`config.mk`:
```
export PLATFORM = sky130hd
export DESIGN_NAME = tl_ul_initiator
export DESIGN_NICKNAME = d
export VERILOG_FILES = /design/src/rtl/tl_pkg.sv /design/src/rtl/tli_id_alloc.sv /design/src/rtl/tl_ul_initiator.sv
export SDC_FILE = /design/constraint.sdc
export NUM_CORES = 1
export LEC_CHECK = 0
export ABC_CLOCK_PERIOD_IN_PS = 2600
export CORE_ASPECT_RATIO = 0.6
export CORE_UTILIZATION = 42
export DETAILED_ROUTE_END_ITERATION = 7
export GPL_ROUTABILITY_DRIVEN = 1
export PLACE_DENSITY = 0.81
export SYNTH_ARGS = -nofsm -noshare
export SYNTH_HDL_FRONTEND = slang
export SYNTH_SLANG_ARGS = --single-unit
```
`constraint.sdc`:
```
create_clock -name tli_clock_i -period 2.6 [get_ports tli_clock_i]
set_input_delay 0.39 -clock tli_clock_i [delete_from_list [all_inputs] [get_ports tli_clock_i]]
set_output_delay 0.39 -clock tli_clock_i [all_outputs]
set_load 0.1 [all_outputs]
```
`src/rtl/tl_pkg.sv`:
```
// TileLink-UL opcode constants and the registered A-channel beat layout
// shared by the tl_ul_initiator slice.
package tl_pkg;

  localparam logic [2:0] GET           = 3'd4;
  localparam logic [2:0] PUTFULL       = 3'd0;
  localparam logic [2:0] PUTPARTIAL    = 3'd1;
  localparam logic [2:0] ACCESSACK     = 3'd0;
  localparam logic [2:0] ACCESSACKDATA = 3'd1;

  localparam logic [2:0] A_PARAM = 3'd0;
  localparam logic [3:0] A_SIZE  = 4'd2;

  // Width-independent A-channel fields; source and address are parameterized
  // per instance and kept beside this struct.
  typedef struct packed {
    logic [2:0]  opcode;
    logic [2:0]  param;
    logic [3:0]  size;
    logic [3:0]  mask;
    logic [31:0] data;
    logic        corrupt;
  } a_beat_t;

  function automatic logic [2:0] a_opcode(input logic write, input logic [3:0] mask);
    if (!write)            return GET;
    else if (mask == 4'hF) return PUTFULL;
    else                   return PUTPARTIAL;
  endfunction

endpackage

```
`src/rtl/tli_id_alloc.sv`:
```
// Source-ID allocator: in-flight bitmap with set/clear ports and a
// lowest-free priority encoder that sees the bitmap after this cycle's clear.
module tli_id_alloc #(
  parameter int RS = 4
) (
  input  logic                clk_i,
  input  logic                rst_ni,
  input  logic                set_i,
  input  logic [RS-1:0]       set_id_i,
  input  logic                clr_i,
  input  logic [RS-1:0]       clr_id_i,
  output logic [RS-1:0]       free_id_o,
  output logic                full_o,
  output logic                busy_o,
  output logic [(1<<RS)-1:0]  inflight_o
);

  localparam int N = 1 << RS;

  logic [N-1:0] map_q, map_d, map_clr;

  always_comb begin
    map_clr = map_q;
    if (clr_i) map_clr[clr_id_i] = 1'b0;
    map_d = map_clr;
    if (set_i) map_d[set_id_i] = 1'b1;
  end

  // Scan downward so the lowest clear bit wins.
  always_comb begin
    free_id_o = '0;
    for (int i = N - 1; i >= 0; i--) begin
      if (!map_clr[i]) free_id_o = RS'(i);
    end
  end

  assign full_o     = &map_clr;
  assign busy_o     = |map_q;
  assign inflight_o = map_q;

  always_ff @(posedge clk_i or negedge rst_ni) begin
    if (!rst_ni) map_q <= '0;
    else         map_q <= map_d;
  end

endmodule

```
`src/rtl/tl_ul_initiator.sv`:
```
// TileLink-UL initiator: command port -> registered A channel, D channel ->
// one-entry response register. Optional watchdog under `TLI_TIMEOUT_EN.
module tl_ul_initiator
  import tl_pkg::*;
#(
  parameter int TL_RS      = 4,
  parameter int TL_AW      = 32,
  parameter int TMO_CYCLES = 1023
) (
  input  logic              tli_clock_i,
  input  logic              tli_reset_i,
  input  logic              cmd_valid_i,
  output logic              cmd_ready_o,
  input  logic              cmd_write_i,
  input  logic [TL_AW-1:0]  cmd_address_i,
  input  logic [3:0]        cmd_mask_i,
  input  logic [31:0]       cmd_data_i,
  output logic              rsp_valid_o,
  input  logic              rsp_ready_i,
  output logic [31:0]       rsp_data_o,
  output logic              rsp_error_o,
  output logic [TL_RS-1:0]  rsp_tag_o,
  output logic [2:0]        tli_a_opcode,
  output logic [2:0]        tli_a_param,
  output logic [3:0]        tli_a_size,
  output logic [TL_RS-1:0]  tli_a_source,
  output logic [TL_AW-1:0]  tli_a_address,
  output logic [3:0]        tli_a_mask,
  output logic [31:0]       tli_a_data,
  output logic              tli_a_corrupt,
  output logic              tli_a_valid,
  input  logic              tli_a_ready,
  input  logic [2:0]        tli_d_opcode,
  input  logic [1:0]        tli_d_param,
  input  logic [3:0]        tli_d_size,
  input  logic [TL_RS-1:0]  tli_d_source,
  input  logic              tli_d_denied,
  input  logic [31:0]       tli_d_data,
  input  logic              tli_d_corrupt,
  input  logic              tli_d_valid,
  output logic              tli_d_ready,
  output logic              err_unexpected_o,
  output logic              timeout_o
);

  localparam int NID = 1 << TL_RS;

  logic             cmd_hs, d_hs, d_known, id_full, id_busy;
  logic [TL_RS-1:0] free_id;
  logic [NID-1:0]   inflight;

  a_beat_t          a_q, a_d;
  logic [TL_RS-1:0] a_src_q, a_src_d;
  logic [TL_AW-1:0] a_addr_q, a_addr_d;
  logic             a_valid_q, a_valid_d;

  logic             rsp_valid_q, rsp_valid_d;
  logic [31:0]      rsp_data_q, rsp_data_d;
  logic             rsp_err_q, rsp_err_d;
  logic [TL_RS-1:0] rsp_tag_q, rsp_tag_d;
  logic             err_unexp_q, err_unexp_d;

  // Shape fields only matter to the slave side; this initiator ignores them.
  logic unused_d_fields;
  assign unused_d_fields = ^{tli_d_opcode, tli_d_param, tli_d_size};

  assign tli_d_ready = !rsp_valid_q || rsp_ready_i;
  assign d_hs        = tli_d_valid && tli_d_ready;
  assign d_known     = inflight[tli_d_source];
  assign cmd_ready_o = (!a_valid_q || tli_a_ready) && !id_full;
  assign cmd_hs      = cmd_valid_i && cmd_ready_o;

  tli_id_alloc #(.RS(TL_RS)) u_alloc (
    .clk_i      (tli_clock_i),
    .rst_ni     (tli_reset_i),
    .set_i      (cmd_hs),
    .set_id_i   (free_id),
    .clr_i      (d_hs && d_known),
    .clr_id_i   (tli_d_source),
    .free_id_o  (free_id),
    .full_o     (id_full),
    .busy_o     (id_busy),
    .inflight_o (inflight)
  );

  always_comb begin
    a_d       = a_q;
    a_src_d   = a_src_q;
    a_addr_d  = a_addr_q;
    a_valid_d = a_valid_q;
    if (cmd_hs) begin
      a_valid_d  = 1'b1;
      a_d.opcode = a_opcode(cmd_write_i, cmd_mask_i);
      a_d.param  = A_PARAM;
      a_d.size   = A_SIZE;
      a_d.mask   = cmd_mask_i;
      a_d.data   = cmd_data_i;
      a_d.corrupt = 1'b0;
      a_src_d    = free_id;
      a_addr_d   = cmd_address_i;
    end else if (tli_a_ready) begin
      a_valid_d = 1'b0;
    end
  end

  // Beats for sources not in flight are swallowed and only flagged.
  always_comb begin
    rsp_valid_d = rsp_valid_q;
    rsp_data_d  = rsp_data_q;
    rsp_err_d   = rsp_err_q;
    rsp_tag_d   = rsp_tag_q;
    err_unexp_d = err_unexp_q;
    if (rsp_ready_i) rsp_valid_d = 1'b0;
    if (d_hs) begin
      if (d_known) begin
        rsp_valid_d = 1'b1;
        rsp_data_d  = tli_d_data;
        rsp_err_d   = tli_d_denied || tli_d_corrupt;
        rsp_tag_d   = tli_d_source;
      end else begin
        err_unexp_d = 1'b1;
      end
    end
  end

  always_ff @(posedge tli_clock_i or negedge tli_reset_i) begin
    if (!tli_reset_i) begin
      a_q         <= '0;
      a_src_q     <= '0;
      a_addr_q    <= '0;
      a_valid_q   <= 1'b0;
      rsp_valid_q <= 1'b0;
      rsp_data_q  <= '0;
      rsp_err_q   <= 1'b0;
      rsp_tag_q   <= '0;
      err_unexp_q <= 1'b0;
    end else begin
      a_q         <= a_d;
      a_src_q     <= a_src_d;
      a_addr_q    <= a_addr_d;
      a_valid_q   <= a_valid_d;
      rsp_valid_q <= rsp_valid_d;
      rsp_data_q  <= rsp_data_d;
      rsp_err_q   <= rsp_err_d;
      rsp_tag_q   <= rsp_tag_d;
      err_unexp_q <= err_unexp_d;
    end
  end

  assign tli_a_opcode     = a_q.opcode;
  assign tli_a_param      = a_q.param;
  assign tli_a_size       = a_q.size;
  assign tli_a_mask       = a_q.mask;
  assign tli_a_data       = a_q.data;
  assign tli_a_corrupt    = a_q.corrupt;
  assign tli_a_source     = a_src_q;
  assign tli_a_address    = a_addr_q;
  assign tli_a_valid      = a_valid_q;
  assign rsp_valid_o      = rsp_valid_q;
  assign rsp_data_o       = rsp_data_q;
  assign rsp_error_o      = rsp_err_q;
  assign rsp_tag_o        = rsp_tag_q;
  assign err_unexpected_o = err_unexp_q;

`ifdef TLI_TIMEOUT_EN
  localparam int TW = $clog2(TMO_CYCLES + 1);

  logic [TW-1:0] tmo_cnt_q, tmo_cnt_d;
  logic          timeout_q, timeout_d;

  // Counter saturates at the limit so the flag cannot be missed by wrap.
  always_comb begin
    tmo_cnt_d = tmo_cnt_q;
    if (d_hs || !id_busy)                 tmo_cnt_d = '0;
    else if (tmo_cnt_q != TW'(TMO_CYCLES)) tmo_cnt_d = tmo_cnt_q + TW'(1);
    timeout_d = timeout_q || (tmo_cnt_d == TW'(TMO_CYCLES));
  end

  always_ff @(posedge tli_clock_i or negedge tli_reset_i) begin
    if (!tli_reset_i) begin
      tmo_cnt_q <= '0;
      timeout_q <= 1'b0;
    end else begin
      tmo_cnt_q <= tmo_cnt_d;
      timeout_q <= timeout_d;
    end
  end

  assign timeout_o = timeout_q;
`else
  logic unused_tmo;
  assign unused_tmo = (TMO_CYCLES != 0) || id_busy;
  assign timeout_o  = 1'b0;
`endif

endmodule

```
==> metrics.md <==
| Metric | Value |
|---|---|
| Outcome | finished, violations left |
| Failing checks | design-rule violations, negative setup slack |
| Reg-to-reg endpoint | u_alloc.inflight_o[5]$_DFF_PN0_ |
| Worst Path Max Fanout | 2 |
| Setup crit end | cmd_ready_o |
| Die width | 152 µm |
| DR DRC count | 17 |
| Final HPWL DP | 13500 µm |
| Final Slew Violations | 0 |
| I/O Buffers | 229 |
| Unrepaired setup endpoints after global routing | yes |
| Drt pass-1 iters | 8 |
| Post-route ant nets | 0 |
| Reg2reg start | rsp_valid_o$_DFF_PN0_ |
| Ant. Diodes | 0 |
| Maximum VDD drop | around 0.00072 V |
| Reg2reg setup slack | roughly 0.07 ns |
| Worst path required time | 2.21 ns |
| Power density cells | between 1000 and 1500 nW/µm² |
| Reg2Reg Depth | 9 |
| Crit. End Element | output port |
| Flops & latches, synth | around 130 |
| Critical path arrival | 2.26 ns |
| Core area | roughly 13000 µm² |
| Largest net degree at the start of global routing | 57 |
| Final core utilization | approximately 70% |
| GRT overflow | 0 |
| Setup-failing EPs final | 1 |
| Skew final | 0.0115 ns |
| Setup Crit Path Kind | register to output port |
| Max cap viols | 0 |
| CTS sink count | between 100 and 150 |
| Initial core utilization | between 40% and 50% |
| Delay of the slowest critical-path stage | roughly 0.50 ns |
| FMAX | 377 MHz |
| Die area | between 10000 and 15000 µm² |
| GPL Wtd Cong | approximately 0.92 |
| WL/cell | between 15 and 20 µm |
| Fill count | 992 |
| Site Rows | 32 |
| Final period utilization | 102% |
| Netlist cell types | 51 |
| Relative slew slack | ~64% |
| Number of synthesized flops with an enable pin | 0 |
| CTS Buf Count | 17 |
| Gr usage total | between 20% and 30% |
| Syn avg cell area | just under 10 µm² |
| Vias in the first global route | between 5000 and 6000 |
| CTS tree | done |
| Mapped cell area | 5690 µm² |
| Sequential Area | roughly 3300 µm² |
| Asr flop ratio synth | 100% |
| Mapped Cells | around 580 |
| CTS root buf | clkbuf_16 |
| Final hold slack | between 0.3 and 0.4 ns |
| Vias | between 5000 and 6000 |
| Pleak | between 4 and 5 nW |
| DRT Wirelength | 17500 µm |
| Layout cells sized above 1 | around 33% |
| First-pass GRT wire length | 28600 µm |
| Die height | just over 90 µm |
| Final Hold Fails | 0 |
| Antenna violations before repair | 0 |
| Worst setup startpoint | u_alloc.inflight_o[11]$_DFF_PN0_ |
| Synth warnings | 0 |
| Detailed Route Iter0 Violations | 279 |
| Clk slew on worst S/H paths | approximately 0.06 ns |
| Skew-Pair Late Insertion Delay | 0.40 ns |
| Final Power | about 12 mW |
| Multi-input logic area | between 2000 and 2500 µm² |
| Htree depth | 4 |
| Post-layout instance count excluding filler cells | 1055 |
| Hold crit path type | input pin to register |
| P&R area growth vs syn | 59.2% |
| Clock buffer depth | 2 |
| Worst setup SP type | register |
| I/O Pins | between 200 and 250 |
| Vias/cell | 5.04 |
| Top FF cell, synth | dfrtp_1 |
| Tmin final | around 2.7 ns |
| Worst Tran Pin Value | between 0.5 and 0.6 ns |
| Hold_sp | tli_d_valid |
| Sequential area share after synthesis | around 58% |
| DP Cell Count | slightly above 1000 |
| Nets | between 900 and 1000 |
| Post-route setup slack | -0.0504 ns |
| Crit-path cells | mux4_2 -> nand4_1 -> or3b_4 -> nor3_4 -> nor2b_4 -> buf_12 |
| CP max stage cell | mux4_2 |
## routing by layer
metal	track usage, %	part of all wire, %	up-vias	routed length (µm)
li1	-	-	2497	-
met1	34.9	43	2573	7560
met2	42.1	47	235	8280
met3	7.94	9.0	8	1590
met4	6.29	0.68	0	119
met5	0	0	-	0
## layout make-up
cell class / instances / share of cell area, %
clock buffers: 17 / 4.69
clock inverters: 15 / 1.60
inverters: 10 / 0.414
multi-input cells: 403 / 24.7
flip-flops and latches: 131 / 36.2
well taps: 170 / 2.35
repair buffers: 309 / 30.0
## stage by stage
step	instance area, µm²	setup slack, ns	setup TNS (ns)
final	9060	-0.0504	-0.0504
after global placement	8380	-0.488	-47.32
after floorplan	5740	0.0180	0
after CTS	9020	-0.117	-0.117
after detailed placement	8380	-0.513	-52.91
after global routing	9060	-0.116	-0.145
## power breakdown
group | leakage, nW | internal (mW) | switching (mW)
Combinational | 2.63 | 1.68 | 4.87
Sequential | 1.58 | 2.61 | 0.355
Clock | 0.277 | 1.34 | 0.942
Total | 4.49 | 5.63 | 6.17
## cells in the mapped netlist, types with 7 or more instances
master	count	area, µm²
a21oi_1	7	35.0
buf_2	15	75.1
buf_4	10	75.1
clkbuf_1	8	30.0
dfrtp_1	131	3280
inv_1	9	33.8
mux2_2	34	383
nand2_1	236	886
nand2b_1	8	50.1
nand4_1	8	50.1
nor2_1	8	30.0
o21ai_0	25	125
o31ai_1	8	60.1
## cells in the final DEF (no fill, tap or decap), drive strengths merged, types with 3 or more instances in the layout
master / netlist / routed
clkinv: 0 / 6
conb: 1 / 9
clkbuf: 9 / 17
nand3: 5 / 5
nor2b: 3 / 3
o31ai: 8 / 8
clkdlybuf4s50: 0 / 108
inv: 10 / 16
or2: 4 / 4
nand2b: 8 / 8
nor4: 4 / 4
a31oi: 3 / 3
a41oi: 4 / 4
a21oi: 7 / 7
nand4: 8 / 8
dfrtp: 131 / 131
nor2: 8 / 8
nand2: 236 / 236
o21ai: 26 / 26
buf: 30 / 197
mux2: 34 / 34
mux4: 5 / 5
## critical path: cells and delay by family (launching register included)
kind,cells,cell delay (ns)
buf+inv,1,0.16
flops,1,0.41
mux,1,0.50
simple gates,4,0.79
## worst min path at each step
stage / endpoint / slack [ns] / cells after the start
final: err_unexpected_o$_DFFE_PN0P_ / 0.39 / 3
after global placement: tli_a_data[30]$_DFFE_PN0P_ / 0.37 / 1
after CTS: tli_a_size[1]$_DFFE_PN0P_ / 0.48 / 1
after global routing: err_unexpected_o$_DFFE_PN0P_ / 0.41 / 3
after detailed placement: tli_a_data[29]$_DFFE_PN0P_ / 0.39 / 1
after floorplan: err_unexpected_o$_DFFE_PN0P_ / 0.09 / 0
## timing repair
action                                  4_1_cts  5_1_grt
cloned                                        0        0
endpoints found under the setup margin      108       13
resized for setup                             8        7
buffers inserted                              6        3
hold buffers                                  1        0
endpoints found under the hold margin        53        0
pin swaps                                     3        5
## kinds of logic after synthesis
family / share of synthesized area (%)
AOI/OAI and AO/OA: 8.35
xor gates and xnor gates: 0.154
buffers and inverters: 4.64
DFF: 57.6
muxes: 8.70
other: 0.0659
and+or+nand+nor: 20.5
## state kept, by name, summed over array words and instances, names as in the netlist
| register | flops |
|---|---|
| err_unexpected_o | 1 |
| rsp_data_o | 32 |
| rsp_error_o | 1 |
| rsp_tag_o | 4 |
| rsp_valid_o | 1 |
| tli_a_address | 32 |
| tli_a_data | 32 |
| tli_a_mask | 4 |
| tli_a_opcode | 2 |
| tli_a_size | 1 |
| tli_a_source | 4 |
| tli_a_valid | 1 |
| u_alloc.inflight_o | 16 |
Power figures use the tool's default switching activity.
